[src/rtl/tinyalu_param_if.sv]
// Start/done handshake bus between a TinyALU master (BFM) and the parameterised ALU.
// Signal names match the existing opcode/handshake bus so current BFMs bind unchanged.
interface tinyalu_param_if #(
  parameter int WIDTH = 8
);
  logic [WIDTH-1:0]   A;
  logic [WIDTH-1:0]   B;
  logic [2:0]         op;
  logic               start;
  logic               done;
  logic [2*WIDTH-1:0] result;
  logic               err;
  logic               busy;

  modport master (output A, B, op, start, input  done, result, err, busy);
  modport slave  (input  A, B, op, start, output done, result, err, busy);
endinterface

[src/rtl/tinyalu_param.sv]
// Parameterised TinyALU: captures operands on start, single-cycle add/and/xor/sub,
// MUL_LAT-cycle multiply, illegal-opcode flag, one done pulse per accepted request.
module tinyalu_param #(
  parameter int WIDTH   = 8,
  parameter int MUL_LAT = 3   // 1..16
) (
  input  logic           clk,
  input  logic           reset_n,
  tinyalu_param_if.slave bus
);
  localparam int RW    = 2 * WIDTH;
  localparam int CNT_W = 5;
  localparam logic [CNT_W-1:0] CNT_LAST = CNT_W'(MUL_LAT - 1);

  typedef enum logic [2:0] {
    OP_NOP = 3'b000,
    OP_ADD = 3'b001,
    OP_AND = 3'b010,
    OP_XOR = 3'b011,
    OP_MUL = 3'b100,
    OP_SUB = 3'b101
  } op_e;

  typedef enum logic [1:0] {
    S_IDLE,
    S_EXEC,
    S_MUL,
    S_WAIT_LOW
  } state_e;

  state_e             state_q, state_d;
  logic [WIDTH-1:0]   a_q, a_d, b_q, b_d;
  logic [2:0]         op_q, op_d;
  logic [CNT_W-1:0]   cnt_q, cnt_d;
  logic [RW-1:0]      result_q, result_d;
  logic               err_q, err_d;
  logic               done_q, done_d;
  logic               busy_q, busy_d;

  logic [RW-1:0]      alu_res;
  logic               alu_err;

  // Datapath works only on the captured operands, so bus changes after capture are ignored.
  always_comb begin
    alu_res = '0;
    alu_err = 1'b0;
    case (op_q)
      OP_ADD:  alu_res = RW'(a_q) + RW'(b_q);
      OP_AND:  alu_res = RW'(a_q & b_q);
      OP_XOR:  alu_res = RW'(a_q ^ b_q);
      OP_MUL:  alu_res = RW'(a_q) * RW'(b_q);
      OP_SUB:  alu_res = RW'(a_q) - RW'(b_q);
      default: alu_err = 1'b1;
    endcase
  end

  // NOTE: every output of this block gets a default first, so no path leaves one
  // unassigned and no latch is inferred.
  always_comb begin
    state_d  = state_q;
    a_d      = a_q;
    b_d      = b_q;
    op_d     = op_q;
    cnt_d    = cnt_q;
    result_d = result_q;
    err_d    = err_q;
    done_d   = 1'b0;
    busy_d   = busy_q;

    case (state_q)
      S_IDLE: begin
        if (bus.start && (bus.op != OP_NOP)) begin
          a_d     = bus.A;
          b_d     = bus.B;
          op_d    = bus.op;
          cnt_d   = '0;
          busy_d  = 1'b1;
          state_d = ((bus.op == OP_MUL) && (MUL_LAT > 1)) ? S_MUL : S_EXEC;
        end
      end
      S_EXEC: begin
        result_d = alu_res;
        err_d    = alu_err;
        done_d   = 1'b1;
        busy_d   = 1'b0;
        state_d  = S_WAIT_LOW;
      end
      S_MUL: begin
        if (cnt_q == CNT_LAST) begin
          result_d = alu_res;
          err_d    = alu_err;
          done_d   = 1'b1;
          busy_d   = 1'b0;
          state_d  = S_WAIT_LOW;
        end else begin
          cnt_d = cnt_q + CNT_W'(1);
        end
      end
      S_WAIT_LOW: begin
        if (!bus.start) state_d = S_IDLE;
      end
      default: state_d = S_IDLE;
    endcase
  end

  // NOTE: the operand/opcode capture registers are reset too, so nothing downstream
  // ever sees X after reset even though they are only consumed after a capture.
  // NOTE: state is updated with non-blocking assignments so all registers sample
  // the same pre-edge values.
  always_ff @(posedge clk or negedge reset_n) begin
    if (!reset_n) begin
      state_q  <= S_IDLE;
      a_q      <= '0;
      b_q      <= '0;
      op_q     <= '0;
      cnt_q    <= '0;
      result_q <= '0;
      err_q    <= 1'b0;
      done_q   <= 1'b0;
      busy_q   <= 1'b0;
    end else begin
      state_q  <= state_d;
      a_q      <= a_d;
      b_q      <= b_d;
      op_q     <= op_d;
      cnt_q    <= cnt_d;
      result_q <= result_d;
      err_q    <= err_d;
      done_q   <= done_d;
      busy_q   <= busy_d;
    end
  end

  assign bus.done   = done_q;
  assign bus.result = result_q;
  assign bus.err    = err_q;
  assign bus.busy   = busy_q;
endmodule
[src/flat_wrapper.sv]
// flat-port wrapper written by rule: the top's interface ports become plain ports
module tinyalu_param_flat 
#(
  parameter int WIDTH   = 8,
  parameter int MUL_LAT = 3           
)
  (clk, reset_n, bus_A, bus_B, bus_op, bus_start, bus_done, bus_result, bus_err, bus_busy);
  tinyalu_param_if #(.WIDTH(WIDTH)) bus_i ();
  input  logic clk;
  input  logic reset_n;
  input wire logic [$bits(bus_i.A)-1:0] bus_A;
  input wire logic [$bits(bus_i.B)-1:0] bus_B;
  input wire logic [$bits(bus_i.op)-1:0] bus_op;
  input wire logic [$bits(bus_i.start)-1:0] bus_start;
  output wire logic [$bits(bus_i.done)-1:0] bus_done;
  output wire logic [$bits(bus_i.result)-1:0] bus_result;
  output wire logic [$bits(bus_i.err)-1:0] bus_err;
  output wire logic [$bits(bus_i.busy)-1:0] bus_busy;
  assign bus_i.A = bus_A;
  assign bus_i.B = bus_B;
  assign bus_i.op = bus_op;
  assign bus_i.start = bus_start;
  assign bus_done = bus_i.done;
  assign bus_result = bus_i.result;
  assign bus_err = bus_i.err;
  assign bus_busy = bus_i.busy;
  tinyalu_param #(.WIDTH(WIDTH), .MUL_LAT(MUL_LAT)) u_core (.clk(clk), .reset_n(reset_n), .bus(bus_i));
endmodule
[config.mk]
export PLATFORM = sky130hd
export DESIGN_NAME = tinyalu_param_flat
export DESIGN_NICKNAME = d
export VERILOG_FILES = /design/src/rtl/tinyalu_param_if.sv /design/src/rtl/tinyalu_param.sv /design/src/flat_wrapper.sv
export SDC_FILE = /design/constraint.sdc
export NUM_CORES = 1
export LEC_CHECK = 0
export CORE_UTILIZATION = 40
export CTS_CLUSTER_DIAMETER = 60
export DETAILED_ROUTE_END_ITERATION = 12
export MAX_ROUTING_LAYER = met4
export PLACE_DENSITY = 0.58
export SLEW_MARGIN = 0
export SYNTH_ARGS = -nofsm -noshare
export SYNTH_HDL_FRONTEND = slang
export SYNTH_SLANG_ARGS = --single-unit
[constraint.sdc]
create_clock -name clk -period 7.4 [get_ports clk]
set_clock_uncertainty 0.15 [all_clocks]
set_input_delay 1.85 -clock clk [delete_from_list [all_inputs] [get_ports clk]]
set_output_delay 1.85 -clock clk [all_outputs]
set_load 0.05 [all_outputs]
### After elaboration in Yosys (flattened, before gate mapping)

Cells that the tools add are included.

* add/subtract/negate cells: 3
* multiply operators: 1
* equality and inequality tests: 14
* multiplexer cells: 19
* bitwise logic cells: 2
* reductions and logical operators: 12

Operators by type and width (number)
* case mux 16 bit (5 select lines): 1
* case mux 16 bit (2 select lines): 1
* multiplier 8 x 8 -> 16 bit: 1
* two-way mux 16 bit: 1
* two-way mux 5 bit: 2
* case mux 5 bit (2 select lines): 1
* adder 8 x 8 -> 9 bit: 1
* equality test 3 bit, second input constant: 3
* AND reduction 3 bit: 3
* subtractor 8 x 8 -> 9 bit: 1
* bitwise AND 8 bit: 1
* two-way mux 2 bit: 4
* case mux 2 bit (4 select lines): 1
* XOR 8 bit: 1
* equality test 3 x 2 -> 1 bit, second input constant: 2
* nonzero test 3 bit: 2
* adder 5 x 1 -> 5 bit, second input constant: 1
* equality test 5 x 2 -> 1 bit, second input constant: 1
* two-way mux 1 bit: 5
* OR reduction 5 bit: 1
* equality test 2 bit, second input constant: 2
* inequality test 2 x 1 -> 1 bit, second input constant: 2
* inequality test 2 bit, second input constant: 2
* case mux 1 bit (2 select lines): 2
* other kinds (7): 9

* register bits after elaboration: 45
* input bits: 22
* output and inout bits: 19
* word-level logic and storage cells: 60

### Depth between registers and ports, before layout

Gate-level depths: netlist of the first run.

* depth in word-level cells: 5
* gate-level depth with buffers: 17

### Least setup slack after synthesis of the first run

Ideal clock, no wire load.

* path type: register to register
* start point: register u_core.a_q[1]
* end point: register u_core.result_q[13] (netlist: u_core.bus.result[13])
* data arrival time: 4029 ps
* data required time: 7134 ps
* setup slack: 3106 ps
* stages on the path, launching flop included: 15
* clock period less this slack: 4294 ps
* cell sequence: dfrtp_1 -> nand2_1 -> fa_1 -> fa_1 -> inv_1 -> fa_1 -> inv_1 -> fa_1 -> inv_1 -> ha_1 -> o21ai_0 -> o21ai_0 -> a41oi_1 -> xor2_1 -> o311ai_0

* word-level cells in the longest chain between the ends: 4
* elaborated cells on any way between the ends: 5
* classes of those cells: add/sub: 1; mul: 1; mux: 3

RTL lines
* from (decl): line tinyalu_param.sv:32 `logic [WIDTH-1:0] a_q, a_d, b_q, b_d;`
* from (signal assigned): line tinyalu_param.sv:113 `a_q <= '0;`
* from (signal assigned): line tinyalu_param.sv:123 `a_q <= a_d;`
* multiplier 8 x 8 -> 16 bit or subtractor 8 x 8 -> 9 bit (tied branches): line tinyalu_param.sv:51, tinyalu_param.sv:52
* case mux 16 bit (5 select lines) (*): line tinyalu_param.sv:47 `case (op_q)`
* two-way mux 16 bit: line tinyalu_param.sv:89 `if (cnt_q == CNT_LAST) begin`
* case mux 16 bit (2 select lines) (*): line tinyalu_param.sv:70 `case (state_q)`
* to (signal assigned): line tinyalu_param.sv:127 `result_q <= result_d;`
* to (decl): line tinyalu_param.sv:35 `logic [RW-1:0] result_q, result_d;`

Every way passes the cells marked *; elsewhere a longest branch is shown, timed or not. The select of a mux whose other input is x is not followed.
A chain may end at the register's enable or synchronous reset.

### Worst setup path in the final report of the first run

Same ends and word-level chain as after synthesis.

==> metrics.log, run 1 <==
INFO  metric crit_chain = nand2_1, fa_1, fa_1, inv_1, fa_1, inv_1, fa_1, inv_1, ha_1, o21ai_0, o21ai_0, a41oi_1, xor2_1, o311ai_0
INFO  metric cts_htree_levels = 2
INFO  metric chipHeight = 113 µm
INFO  metric grt_start_max_net_pins = 46
INFO  metric worstPathMaxFanout = 12
INFO  metric worst_skew_pair.late_latency = 0.30 ns
INFO  metric detailedPlace.worstSlack = 2.58 ns
INFO  metric worst_setup_path_start_kind = register
INFO  metric worst_slew_pin_slew = 1.07 ns
INFO  metric start_util = 40.9%
INFO  metric clock.fmax = 208 MHz
INFO  metric ys_warnings = 0
INFO  metric ff_latch_area = 0.00113 mm²
INFO  metric worstSetupStartpoint = u_core.a_q[1]
INFO  metric ctsRootBufferMaster = clkbuf_16
INFO  metric regToRegEndpoint = u_core.bus.result[13]
INFO  metric setup_viol_count_final = 0
INFO  metric final.hold.worst_slack = 0.323 ns
INFO  metric postSynth.topFlopCell = dfrtp_1
INFO  metric cp_data_required_time = 7.43 ns
INFO  metric clock_sink_count = 45
INFO  metric cts_max_path_buffers = 2
INFO  metric worstSetupEndpointType = register
INFO  metric post_route_cells_drive_above_1_share = 6.35%
INFO  metric layout-area-overhead-vs-synth = 14.2%
INFO  metric cts_tree = built
INFO  metric critical_path.top_delay_family = adder cells
INFO  metric timing.setup.critical_path_class = register to register
INFO  metric firstDrtPassIters = 5
INFO  metric initial_antenna_violation_count = 0
INFO  metric cp.buffers_inverters = 3
INFO  metric synth-edff-count = 0
INFO  metric synth.area.top_cells = dfrtp_1 (23%), fa_1 (16%), ha_1 (15%)
INFO  metric asyncSetResetFlopFracSynth = 100%
INFO  metric fin_setup_tns = 0 ns
INFO  metric detail_route.vias_per_cell = 5.45
INFO  metric run_status = finished clean
INFO  metric grt_remaining_overflow = 0
INFO  metric number_of_post_cts_setup_repair_buffers = 0
INFO  metric fin_ws = 2.60 ns
INFO  metric cts_buffers = 5
INFO  metric groute.usage.overall = 21.0%
INFO  metric synth_top_cell_area_share = 23.0%
INFO  metric final.fill_count = 1179
INFO  metric gpl.final_weighted_congestion = 0.831
INFO  metric worst_path_most_repeated_cell = fa_1
INFO  metric fin_cells = 714
INFO  metric die_area = 0.0127 mm²
INFO  metric layout.nets = 686
INFO  metric multi_input_area = 0.00347 mm²
INFO  metric boundaryPins = 41
INFO  metric netlist_area = 0.00489 mm²
INFO  metric ys_seq_area_share = 23.0%
INFO  metric mappedNetlistNets = 650
INFO  metric synth-seq-cells = 45
INFO  metric ys_types = 54
INFO  metric clk_pin_slew = 0.07 ns
INFO  metric core_area = 0.0120 mm²
INFO  metric wire_per_inst = 16.5 µm
INFO  metric port-buffer-count = 40
INFO  metric n_antenna_cell = 0
INFO  metric netlist_instances = 530
INFO  metric grt_pass1_vias = 4169
INFO  metric period_needed = 4.80 ns
INFO  metric report.final.slew_viol_count = 0
INFO  metric drtAntennaViolNets = 0
INFO  metric post_cts_resize_count = 0
INFO  metric hold_path.class = register to register
INFO  metric maxCapViolCount = 0
INFO  metric path_depth = 14
INFO  metric post-place-cells = 706
INFO  metric post-route-drc-count = 0
INFO  metric worst_setup_path_endpoint = u_core.bus.result[13]
INFO  metric synthesis.area_per_instance = 9.23 µm²
INFO  metric wire_length_of_the_first_global_routing_pass = 20600 µm
INFO  metric worst-endpoint-arrival = 4.83 ns
INFO  metric most_area_hungry_cell_type_in_the_yosys_netlist = dfrtp_1
INFO  metric rsz0062_at_grt = no
INFO  metric r2r.worst_path.cells = 14
INFO  metric detailedRoute.firstIterationViolations = 274
INFO  metric timing.max_slew.rel_slack = 28.9%
INFO  metric die_w = 113 µm
INFO  metric vias = 3894
INFO  metric detailedPlacementHpwl = 9090 µm
INFO  metric crit_path_max_incr_delay = 0.62 ns
INFO  metric hold_buffers = 0
INFO  metric row_count = 40
INFO  metric rr_startpoint = u_core.a_q[1]
INFO  metric min_period_over_period = 64.9%
INFO  metric mostFrequentLayoutCells = inv_1 (67), ha_1 (60), dfrtp_1 (45), and2_1 (44), nand2_1 (42)
INFO  metric worst_case_register_to_register_setup_slack = 2.60 ns
INFO  metric totalWireLength = 11800 µm
INFO  metric worst_path_max_delay_cell = dfrtp_1
INFO  metric hold_path_startpoint = u_core.bus.result[2]
INFO  metric report.final.hold_viol_count = 0
INFO  metric layout.cells.most_common = inv_1
-- how the worst min path moves through the flow --
stage / endpoint / slack [ns] / cells after the start
floorplan: u_core.a_q[0] / 0.38 / 1
finish: u_core.bus.result[2] / 0.32 / 2
global placement: u_core.bus.result[2] / 0.32 / 2
detailed placement: u_core.bus.result[2] / 0.31 / 2
global route: u_core.bus.result[2] / 0.37 / 2
CTS: u_core.bus.result[2] / 0.33 / 2
-- stage by stage --
stage | utilization [%] | area (µm²)
6_report | 46.7 | 5590
3_5_place_dp | 45.5 | 5440
3_3_place_gp | 45.5 | 5440
4_1_cts | 46.7 | 5590
5_1_grt | 46.7 | 5590
2_1_floorplan | - | 4890
-- cell type report --
class	instances	share of cell area [%]
clock buffers	5	2.24
well taps	147	3.29
clock inverters	3	0.381
multi-input cells	406	62.2
repair buffers	41	7.21
inverters	67	4.50
flip-flops and latches	45	20.2
-- state kept, by name, summed over array words and instances, names as in the netlist --
name               flops
u_core.bus.result     16
u_core.b_q             8
u_core.bus.err         1
u_core.bus.done        1
u_core.bus.busy        1
u_core.cnt_q           5
u_core.a_q             8
u_core.state_q         2
u_core.op_q            3
-- cells by family after synthesis --
logic type | share of synthesized area [%]
compound gates | 14.6
mux | 5.42
fa+ha+maj | 30.9
flops | 23.0
xor+xnor | 2.51
simple gates | 17.5
buf+inv | 6.09
-- Yosys cell counts, types with 2 or more instances --
master and count:
a211oi_1 7, a21o_1 6, a21oi_1 24, a221oi_1 4, a22oi_1 4, a41oi_1 2, and2_1 44, and3_1 3
clkbuf_1 11, dfrtp_1 45, fa_1 38, ha_1 60, inv_1 67, mux2_2 20, mux2i_1 4, nand2_1 42
nand2b_1 7, nand3_1 7, nand3b_1 3, nand4_1 5, nor2_1 26, nor2b_1 6, nor3_1 8, nor4_1 2
o211ai_1 3, o21ai_0 26, o21bai_1 4, o221ai_1 2, o22ai_1 4, o311ai_0 7, o31ai_1 3, or3_1 2
xnor2_1 5, xor2_1 9
-- worst reg2reg max path: stages (launching register included) --
cell and delay (ns):
dfrtp_1 0.62, nand2_1 0.14, fa_1 0.50, fa_1 0.54, inv_1 0.05, fa_1 0.54, inv_1 0.06, fa_1 0.53
inv_1 0.04, ha_1 0.33, o21ai_0 0.13, o21ai_0 0.37, a41oi_1 0.22, xor2_1 0.18, o311ai_0 0.28
-- routing by layer --
metal  vias to the layer above  GRT usage [%]  part of all wire, %  wire length (µm)
met1                      1941           27.0                   47              5500
met2                        57           35.9                   50              5860
met5                         -              -                    0                 0
met4                         0           5.60                  1.1               133
li1                       1887              -                    -                 -
met3                         9           1.57                  2.2               264
Power of run 1 is left out: the tool's default activity adds up to more than one toggle a clock period on the data nets, which glitch-free logic cannot reach.
==> run 2, diff against run 1 <==
clock period = 4.97 ns   (was 7.4 ns; I/O delays follow)
==> run 2 against run 1 <==
Via count is 2.0% higher. Wire length up 1.6%. Worst setup slack lost 2.3 ns. Flip-flop and latch count unchanged. Worst hold slack better by 0.011 ns. Largest cell class unchanged.
==> metrics.log, run 2 (synthesis results as in run 1) <==
INFO  metric cts_max_path_buffers = 2 (unchanged)
INFO  metric run_status = finished clean (unchanged)
INFO  metric start_util = 40.9% (unchanged)
INFO  metric cts_tree = built (unchanged)
INFO  metric setup_viol_count_final = 0 (unchanged)
INFO  metric row_count = 40 (unchanged)
INFO  metric detailedPlacementHpwl = 9360 µm (was 9090 µm)
INFO  metric groute.usage.overall = 21.7% (was 21.0%)
INFO  metric timing.max_slew.rel_slack = 28.2% (was 28.9%)
INFO  metric n_antenna_cell = 0 (unchanged)
INFO  metric mostFrequentLayoutCells = inv_1 (67), ha_1 (59), dfrtp_1 (45), and2_1 (44), nand2_1 (42) (was inv_1 (67), ha_1 (60), dfrtp_1 (45), and2_1 (44), nand2_1 (42))
INFO  metric report.final.hold_viol_count = 0 (unchanged)
INFO  metric firstDrtPassIters = 4 (was 5)
INFO  metric ff_latch_area = 0.00113 mm² (unchanged)
INFO  metric chipHeight = 113 µm (unchanged)
INFO  metric detailedRoute.firstIterationViolations = 247 (was 274)
INFO  metric port-buffer-count = 40 (unchanged)
INFO  metric layout.cells.most_common = inv_1 (unchanged)
INFO  metric layout.nets = 689 (was 686)
INFO  metric period_needed = 4.65 ns (was 4.80 ns)
INFO  metric min_period_over_period = 93.6% (was 64.9%)
INFO  metric wire_per_inst = 16.7 µm (was 16.5 µm)
INFO  metric post_route_cells_drive_above_1_share = 7.37% (was 6.35%)
INFO  metric grt_start_max_net_pins = 46 (unchanged)
INFO  metric r2r.worst_path.cells = 14 (unchanged)
INFO  metric multi_input_area = 0.00349 mm² (was 0.00347 mm²)
INFO  metric vias = 3972 (was 3894)
INFO  metric layout-area-overhead-vs-synth = 14.9% (was 14.2%)
INFO  metric clk_pin_slew = 0.07 ns (about the same)
INFO  metric grt_remaining_overflow = 0 (unchanged)
INFO  metric totalWireLength = 11900 µm (was 11800 µm)
INFO  metric core_area = 0.0120 mm² (unchanged)
INFO  metric post-route-drc-count = 0 (unchanged)
INFO  metric clock.fmax = 215 MHz (was 208 MHz)
INFO  metric worst-endpoint-arrival = 4.68 ns (was 4.83 ns)
INFO  metric cts_htree_levels = 2 (unchanged)
INFO  metric grt_pass1_vias = 4320 (was 4169)
INFO  metric worstSetupEndpointType = register (unchanged)
INFO  metric cp_data_required_time = 5.00 ns (was 7.43 ns)
INFO  metric worstPathMaxFanout = 9 (was 12)
INFO  metric maxCapViolCount = 0 (unchanged)
INFO  metric timing.setup.critical_path_class = register to register (unchanged)
INFO  metric hold_path.class = register to register (unchanged)
INFO  metric clock_sink_count = 45 (unchanged)
INFO  metric drtAntennaViolNets = 0 (unchanged)
INFO  metric cts_buffers = 5 (unchanged)
INFO  metric die_area = 0.0127 mm² (unchanged)
INFO  metric boundaryPins = 41 (unchanged)
INFO  metric regToRegEndpoint = u_core.bus.result[13] (unchanged)
INFO  metric worst_slew_pin_slew = 1.08 ns (was 1.07 ns)
INFO  metric number_of_post_cts_setup_repair_buffers = 0 (unchanged)
INFO  metric flip_flop_count_of_the_largest_register_all_copies_and_words_added = 16 (unchanged)
INFO  metric report.final.slew_viol_count = 0 (unchanged)
INFO  metric final.fill_count = 1151 (was 1179)
INFO  metric wire_length_of_the_first_global_routing_pass = 21300 µm (was 20600 µm)
INFO  metric initial_antenna_violation_count = 0 (unchanged)
INFO  metric detail_route.vias_per_cell = 5.54 (was 5.45)
INFO  metric hold_path_end = u_core.bus.result[2] (unchanged)
INFO  metric rr_startpoint = u_core.b_q[6] (was u_core.a_q[1])
INFO  metric rsz0062_at_grt = no (unchanged)
INFO  metric worst_case_register_to_register_setup_slack = 0.32 ns (was 2.60 ns)
INFO  metric worst_setup_path_start_kind = register (unchanged)
INFO  metric holdPathStages = 2 (unchanged)
INFO  metric die_w = 113 µm (unchanged)
INFO  metric gpl.final_weighted_congestion = 0.898 (was 0.831)
INFO  metric hold_path_startpoint = u_core.bus.result[2] (unchanged)
INFO  metric fin_setup_tns = 0 ns (unchanged)
INFO  metric worst_skew_pair.late_latency = 0.30 ns (about the same)
INFO  metric ctsRootBufferMaster = clkbuf_16 (unchanged)
==> run 2: cell count changes in the layout (fill, tap and decap cells not counted), sizes merged <==
cell and change:
buf +3
==> run 2: stage by stage <==
stage | instances | worst slack, ns | hold WS [ns] | util, % | instance area, µm²
2_1_floorplan | 530 | 0.676 | 0.379 | - | 4890
3_3_place_gp | 709 | 0.385 | 0.316 | 45.7 | 5460
3_5_place_dp | 709 | 0.289 | 0.323 | 45.7 | 5460
4_1_cts | 717 | 0.265 | 0.341 | 46.9 | 5610
5_1_grt | 717 | 0.0149 | 0.375 | 47.0 | 5620
6_report | 717 | 0.317 | 0.334 | 47.0 | 5620
==> run 2: routing by layer <==
| layer | wire length (µm) | global-route usage, % |
|---|---|---|
| met4 | 263 | 6.84 |
| met3 | 421 | 2.48 |
| met2 | 5900 | 36.7 |
| met1 | 5360 | 27.3 |
| met5 | 0 | - |
==> run 2: layout make-up <==
type / count / share of cell area, %
clock buffers: 5 / 2.23
inverters: 67 / 4.47
well taps: 147 / 3.27
flip-flops and latches: 45 / 20.0
clock inverters: 3 / 0.378
repair buffers: 44 / 7.57
multi-input cells: 406 / 62.1
==> run 2: repair_timing <==
item	4_1_cts	5_1_grt
hold buffers	0	0
setup endpoints to repair	0	3
gates resized for setup	0	5
==> run 2: worst max-delay path, cell delays in order, from the launching register on <==
cell and delay (ns):
dfrtp_1 0.53, nand2_1 0.12, fa_1 0.51, fa_1 0.56, inv_1 0.07, fa_1 0.53, inv_1 0.06, fa_1 0.54
inv_1 0.04, ha_1 0.34, o21ai_0 0.15, o21ai_1 0.29, a41oi_1 0.18, xor2_1 0.17, o311ai_0 0.28
==> run 2: worst max-delay path by stage <==
stage	start	to	depth (start not counted)
floorplan	u_core.a_q[1]	u_core.bus.result[13]	14
global placement	u_core.b_q[2]	u_core.bus.result[14]	14
detailed placement	u_core.b_q[6]	u_core.bus.result[13]	14
CTS	u_core.a_q[4]	u_core.bus.result[14]	14
global route	u_core.b_q[6]	u_core.bus.result[13]	14
finish	u_core.b_q[6]	u_core.bus.result[13]	14
Power of run 2 is left out for the same reason.
